File: config.mk
export PLATFORM = sky130hd
export DESIGN_NAME = hazard_unit_sb
export DESIGN_NICKNAME = d
export VERILOG_FILES = /design/src/rtl/hazard_unit_sb.sv
export SDC_FILE = /design/constraint.sdc
export NUM_CORES = 1
export LEC_CHECK = 0
export ABC_AREA = 0
export CAP_MARGIN = 20
export CORE_AREA = 2 2 71 73
export CTS_BUF_LIST = sky130_fd_sc_hd__clkbuf_4
export CTS_CLUSTER_SIZE = 14
export DETAILED_ROUTE_END_ITERATION = 16
export DIE_AREA = 0 0 73 75
export DONT_BUFFER_PORTS = 1
export GPL_TIMING_DRIVEN = 0
export PLACE_DENSITY = 0.75
export SLEW_MARGIN = 10
export SYNTH_ARGS = -nofsm -noshare
export SYNTH_HDL_FRONTEND = slang
export SYNTH_SLANG_ARGS = --single-unit
File: constraint.sdc
create_clock -name clk -period 4 [get_ports clk]
set_input_delay 1.2 -clock clk [delete_from_list [all_inputs] [get_ports clk]]
set_output_delay 1.2 -clock clk [all_outputs]
set_load 0.005 [all_outputs]
File: src/rtl/hazard_unit_sb.sv
// Hazard controller: forwarding, load-use, PC flush and multicycle scoreboard.
// Define HAZ_PERF_CNT_EN to add saturating stall_cnt / flush_cnt outputs.
module hazard_unit_sb #(
    parameter int RA_W   = 4,
    parameter int NSRC   = 3,
    parameter int MC_LAT = 4,
    parameter int PC_IDX = 15
) (
    input  logic                 clk,
    input  logic                 reset_n,
    input  logic [NSRC*RA_W-1:0] ra_d,
    input  logic [NSRC-1:0]      src_vld_d,
    input  logic [NSRC*RA_W-1:0] ra_e,
    input  logic [NSRC-1:0]      src_vld_e,
    input  logic [RA_W-1:0]      wa3_e,
    input  logic [RA_W-1:0]      wa3_m,
    input  logic [RA_W-1:0]      wa3_w,
    input  logic                 regwrite_e,
    input  logic                 regwrite_m,
    input  logic                 regwrite_w,
    input  logic                 memtoreg_e,
    input  logic                 mc_start_d,
    input  logic                 mc_start_e,
    input  logic                 pcsrc_d,
    input  logic                 pcsrc_e,
    input  logic                 pcsrc_m,
    input  logic                 pcsrc_w,
    input  logic                 branch_taken_e,
    output logic [2*NSRC-1:0]    fwd_e,
    output logic                 stall_f,
    output logic                 stall_d,
    output logic                 flush_d,
    output logic                 flush_e,
    output logic                 mc_busy,
    output logic                 mc_done
`ifdef HAZ_PERF_CNT_EN
    ,
    output logic [31:0]          stall_cnt,
    output logic [31:0]          flush_cnt
`endif
);

    localparam int             NREG   = 1 << RA_W;
    localparam logic [RA_W-1:0] LP_PC  = RA_W'(PC_IDX);
    localparam logic [3:0]      LP_CNT = 4'(MC_LAT - 1);

    logic [NREG-1:0]   r_pending;
    logic [3:0]        r_cnt;
    logic              r_busy;
    logic              r_done;
    logic [RA_W-1:0]   r_dest;

    logic [2*NSRC-1:0] w_fwd;
    logic              w_ldr;
    logic              w_sb;
    logic              w_struct;
    logic              w_hz;
    logic              w_pcwr;

    always_comb begin
        w_fwd = '0;
        for (int i = 0; i < NSRC; i++) begin
            if (src_vld_e[i] && ra_e[i*RA_W +: RA_W] != LP_PC) begin
                if (regwrite_m && wa3_m == ra_e[i*RA_W +: RA_W])
                    w_fwd[2*i +: 2] = 2'b10;
                else if (regwrite_w && wa3_w == ra_e[i*RA_W +: RA_W])
                    w_fwd[2*i +: 2] = 2'b01;
            end
        end
    end

    // Issue-cycle term covers the RAW before the pending bit lands.
    always_comb begin
        w_ldr = 1'b0;
        w_sb  = 1'b0;
        for (int i = 0; i < NSRC; i++) begin
            if (src_vld_d[i]) begin
                if (memtoreg_e && regwrite_e &&
                    ra_d[i*RA_W +: RA_W] == wa3_e)
                    w_ldr = 1'b1;
                if (r_pending[ra_d[i*RA_W +: RA_W]])
                    w_sb = 1'b1;
                if (mc_start_e && regwrite_e &&
                    ra_d[i*RA_W +: RA_W] == wa3_e)
                    w_sb = 1'b1;
            end
        end
    end

    assign w_struct = mc_start_d && (r_busy || mc_start_e);
    assign w_hz     = w_ldr | w_sb | w_struct;
    assign w_pcwr   = pcsrc_d | pcsrc_e | pcsrc_m;

    assign fwd_e   = w_fwd;
    assign stall_d = w_hz;
    assign stall_f = w_hz | w_pcwr;
    assign flush_d = w_pcwr | pcsrc_w | branch_taken_e;
    assign flush_e = w_hz | branch_taken_e;
    assign mc_busy = r_busy;
    assign mc_done = r_done;

    // Flushes never touch this state: the in-flight op is older.
    always_ff @(posedge clk or negedge reset_n) begin
        if (!reset_n) begin
            r_pending <= '0;
            r_cnt     <= '0;
            r_busy    <= 1'b0;
            r_done    <= 1'b0;
            r_dest    <= '0;
        end else if (r_busy) begin
            if (r_done) begin
                r_busy            <= 1'b0;
                r_done            <= 1'b0;
                r_pending[r_dest] <= 1'b0;
            end else begin
                r_cnt  <= r_cnt - 4'd1;
                r_done <= (r_cnt == 4'd1);
            end
        end else if (mc_start_e) begin
            r_busy <= 1'b1;
            r_cnt  <= LP_CNT;
            r_dest <= wa3_e;
            if (regwrite_e && wa3_e != LP_PC)
                r_pending[wa3_e] <= 1'b1;
        end
    end

`ifdef HAZ_PERF_CNT_EN
    logic [31:0] r_stall_cnt;
    logic [31:0] r_flush_cnt;

    always_ff @(posedge clk or negedge reset_n) begin
        if (!reset_n) begin
            r_stall_cnt <= '0;
            r_flush_cnt <= '0;
        end else begin
            if (stall_d && r_stall_cnt != 32'hFFFF_FFFF)
                r_stall_cnt <= r_stall_cnt + 32'd1;
            if ((flush_d | flush_e) && r_flush_cnt != 32'hFFFF_FFFF)
                r_flush_cnt <= r_flush_cnt + 32'd1;
        end
    end

    assign stall_cnt = r_stall_cnt;
    assign flush_cnt = r_flush_cnt;
`endif

endmodule
After elaboration in Yosys (flattened, before gate mapping)

Cells that the tools add are included.

Output and inout bits: 12
Word-level logic and storage cells: 113
Bits in writable memories: 0
Register bits: 26
Memories kept: 0
Bits of input ports: 55
Latch bits: 0
Bits in read-only memories: 0

Eq/ne operators: 16
Shift-type cells: 0
$add $sub $neg: 1
Magnitude comparators: 7
Bitwise operators: 12
Multiply operators: 0
Mux-type cells: 45
Divide/modulo/power cells: 0
Reduce and logical (&&, ||, !) cells: 27

Operators with widths:

| operator            | count |
|---|---|
| $mux 16             | 4 |
| $eq 4x4->1          | 9 |
| $mux 1              | 27 |
| $lt 4x5->1 const B  | 5 |
| $logic_and 1x1->1   | 21 |
| $and 16x16->16      | 1 |
| $ne 4x4->1 const B  | 4 |
| $not 16->16         | 1 |
| $or 16x16->16       | 1 |
| $bmux 1 s4          | 3 |
| $mux 2              | 6 |
| $mux 4              | 3 |
| $demux 1 s4         | 2 |
| $ge 4x1->1 const B  | 2 |
| $or 1x1->1          | 8 |
| $eq 4x1->1 const B  | 1 |
| $reduce_and 2->1    | 2 |
| $reduce_bool 2->1   | 2 |
| $sub 4x1->4 const B | 1 |
| $reduce_and 3->1    | 1 |
| $ne 2x1->1 const B  | 1 |
| $ne 2x2->1 const B  | 1 |
| $logic_or 1x1->1    | 1 |
| $not 1->1           | 1 |

Logic depth before layout (Yosys ltp)

Word-level depth: 14
Mapped depth: 6
Depth with buffers taken out: 6

Least setup slack after synthesis

OpenSTA, ideal clock, no wires.

Path type: input to output
Start point: in ra_d[8]
End point: out flush_e
Arrival time: 2.526 ns
Setup slack: 0.274 ns
Path buffers: 1
Cell stages on the path: 6
Data required time: 2.800 ns
Cell sequence: buf_6 mux4_1 mux2i_1 nor2_1 a2111oi_4 nand4b_1

Longest elaborated chain between the ends: 8
Elaborated cells between the ends (all ways): 13
Those cells by class: 1 x eq/ne; 7 x mux; 3 x bitwise; 2 x reduce/logical

RTL lines:

| what                         | RTL line | source |
|---|---|---|
| from (decl)                  | 11       | `input logic [NSRC*RA_W-1:0] ra_d,` |
| $bmux 1 s4                   | 81       | `if (r_pending[ra_d[i*RA_W +: RA_W]])` |
| $mux 1 (implied by the code) | 81       |  |
| $mux 1                       | 81       |  |
| $mux 1                       | 83       | `if (mc_start_e && regwrite_e &&` |
| $mux 1                       | 77       | `if (src_vld_d[i]) begin` |
| $or 1x1->1 * (2 in series)   | 91       | `assign w_hz = w_ldr \| w_sb \| w_struct;` |
| $or 1x1->1 *                 | 98       | `assign flush_e = w_hz \| branch_taken_e;` |
| to (decl)                    | 33       | `output logic flush_e,` |

Every way passes the cells marked *; elsewhere a longest branch is shown, timed or not. The select of a mux whose other input is x is not followed.

Worst setup path in the final report

Start point: in ra_d[0]
End point: out flush_e

Longest elaborated chain between the ends: 14
Elaborated cells between the ends (all ways): 23
Those cells by class: 1 x eq/ne; 17 x mux; 3 x bitwise; 2 x reduce/logical

RTL lines:

| what                         | RTL line |
|---|---|
| $bmux 1 s4                   | 81 |
| $mux 1 (implied by the code) | 81 |
| $mux 1                       | 81 |
| $mux 1                       | 83 |
| $mux 1                       | 77 |
| $mux 1                       | 81 |
| $mux 1                       | 83 |
| $mux 1                       | 77 |
| $mux 1                       | 81 |
| $mux 1                       | 83 |
| $mux 1                       | 77 |
| $or 1x1->1 * (2 in series)   | 91 |
| $or 1x1->1 *                 | 98 |

Marked as above.

==> run summary <==
status: finished, final reports clean
startpoint class of the critical path: input pin
area added between synthesis and finish: 3.987%
GRT Total Usage: 20.75%
fin nets: 314
Worst Path Required: 2.80 ns
VDD IR max: 0.0002395 V
sw frac: 41.34%
Critical Path AT: 2.61 ns
# placed instances: 306
Worst Tran Pin Value: 0.6507 ns
final-report max-slew violation count: 0
unique cell type count in the Yosys netlist: 47
Antenna diodes: 0
critical path depth: 6
worst r2r dst: r_pending[1]
clock sink count: 26
clock root buffer: clkbuf_4
Iteration-0 DRC Markers: 75
post-DP HPWL: 4597 um
slowest cell delay on critical path: 0.51 ns
Vias: 1961
DR vias/cell: 6.346
Hold Vio Cnt, Final: 0
proportion of layout cells with a drive suffix above 1: 9.020%
vias in the first global route: 1890
worst skew pair latency: 0.32 ns
Syn Nets: 309
FP Rows: 25
CTS Buf Count: 3
GPL Wtd Cong: 0.8740
Reg2Reg Depth: 5
area occupied by multi-input gates: 0.001508 mm2
total die area: 0.005475 mm2
worst reg2reg startpoint: mc_busy
CTS tree: done
CP bufs+invs: 2
leak pwr: 0.9134 nW
combinational power share: 44.5%
final instance count without filler cells: 309
Placeable Area: 0.004661 mm2
Worst Hold Class: reg -> reg
pin count of the biggest net entering global routing: 27
Peak Freq: 262.8 MHz
internal cell power: 679.9 uW
Worst path slowest cell: mux4_2
Switching Power: 479.1 uW
DRT antenna net count: 0
PD cells: 493.3 mW/mm2
EDFF count, synth: 0
Max clock buf depth: 2
Flop pwr share: 46.2%
Synth Area per Inst: 8.967 um2
I/O pin count: 67
post-DR wirelength/cell: 18.44 um
register area: 650.6 um2
Seq/Total Area, Yosys: 28.79%
Die W: 73 um
Mapped Cells: 252
asr flop ratio synth: 100.0%
Residual DRC: 0
DRT Pass-1 Iters: 4
Post-CTS Setup Bufs: 0
Die Y-Extent: 75 um
final setup TNS: 0 ns
FF+latch count, synth: 26
initial core utilization: 48.48%
critical-path maximum fanout: 8
antenna violations before repair: 0
setup violators final: 0
RSZ-0062 raised after global routing: no
worst setup path endpoint: flush_e
R2R Setup Slk: 2.09 ns
biggest area consumer among synthesized cells: dfrtp_1
CP top delay family: multiplexers
Post-Syn Area: 0.002260 mm2
WL final: 5697 um
global route overflow: 0
post-route minimum period: 3.806 ns
CP Launch Point: ra_d[0]
Tcrit/Tclk final: 95.14%
CTS Hold Bufs: 0
Synth Warn #: 0
worst setup path category: in -> out
Filler Cells Inserted: 441
most common flop cell mapped by yosys: dfrtp_1
MaxCap Viol Count: 0
Area contributors post-synth: dfrtp_1 (29%), xnor2_1 (10%), xor2_1 (4.7%)
relative slew slack: 56.51%
# resized after CTS: 0
Clk pwr share: 9.3%
commonest non-fill, non-tap cells in the layout: xnor2_1 (26), dfrtp_1 (26), nand2_1 (18), o21ai_0 (18)
first-pass GRT wire length: 8956 um
Reg clk slew, reported paths: 0.13 ns
cells along the critical path: buf_2 -> mux4_2 -> inv_1 -> a2111oi_0 -> a211oi_1 -> nand4b_1
H-tree Lvls: 1
worst-case clock skew: 0.0006851 ns
Yosys top cell area share: 28.79%
CP Capture Type: output pin
IO buf count: 0
## through the flow
step / cell area, um2 / hold slack (ns) / util (%) / total power, mW / setup WS, ns
2_1_floorplan: 2260 / 0.4892 / - / 0.9157 / 0.2745
3_3_place_gp: 2327 / 0.5235 / 49.93 / 1.035 / 0.1116
3_5_place_dp: 2327 / 0.5315 / 49.93 / 1.053 / 0.08098
4_1_cts: 2350 / 0.5508 / 50.42 / 1.159 / 0.07390
5_1_grt: 2350 / 0.5293 / 50.42 / 1.259 / 0.1051
6_report: 2350 / 0.5441 / 50.42 / 1.159 / 0.1944
## how the worst min path moves through the flow
| stage | cells past startpoint | from | slack (ns) | to |
|---|---|---|---|---|
| floorplan | 2 | r_pending[15] | 0.49 | r_pending[15] |
| global placement | 2 | r_pending[15] | 0.52 | r_pending[15] |
| detailed placement | 2 | r_pending[15] | 0.53 | r_pending[15] |
| CTS | 0 | reset_n | 0.55 | r_dest[2] |
| global route | 0 | reset_n | 0.53 | r_pending[7] |
| finish | 2 | r_pending[15] | 0.54 | r_pending[15] |
## cells by family after synthesis
kind of cell	share of synthesized area, %
compound gates	15.39
xor+xnor	14.73
fa+ha+maj	1.107
buf+inv	4.485
flops	28.79
mux	14.01
simple gates	21.48
## sequential cells by signal, summed over array words and instances (netlist names)
name	flops
r_cnt	4
mc_done	1
mc_busy	1
r_pending	16
r_dest	4
## power by group through the flow
| stage | sequential (mW) | clock, mW | combinational [mW] |
|---|---|---|---|
| 6_report | 0.536 | 0.108 | 0.516 |
| 5_1_grt | 0.555 | 0.122 | 0.582 |
| 4_1_cts | 0.530 | 0.110 | 0.518 |
| 3_5_place_dp | 0.537 | 0 | 0.516 |
| 3_3_place_gp | 0.531 | 0 | 0.503 |
| 2_1_floorplan | 0.480 | 0 | 0.436 |
## synthesized netlist by cell type, types with 6 or more instances
cell and number:
a21oi_1 8, buf_2 6, dfrtp_1 26, inv_1 12, mux2i_1 8, nand2_1 18, nand3_1 9, nand4_1 9
nor2_1 12, nor2b_1 6, nor3_1 8, o21ai_0 18, o21ai_1 6, xnor2_1 26, xor2_1 12
## metal layers
metal / track usage, % / wire, um / vias up
li1: - / - / 933
met3: 2.811 / 343 / 5
met5: 0 / 0 / -
met1: 27.59 / 2431 / 945
met2: 35.84 / 2878 / 78
met4: 5.350 / 42 / 0
## area by class of cell
cell class                      count  area share, %
Tap cell                           54          2.875
Inverter                           12          1.917
Clock buffer                        3         0.9585
Buffer                             11          2.396
Sequential cell                    26          27.69
Multi-Input combinational cell    203          64.16
## worst register-to-register path, delay by kind of cell, from the launching register on
kind / cells / cell delay [ns]
compound gates: 3 / 0.62
simple gates: 2 / 0.73
flops: 1 / 0.45
No activity file was read; power rests on OpenSTA's default activity.
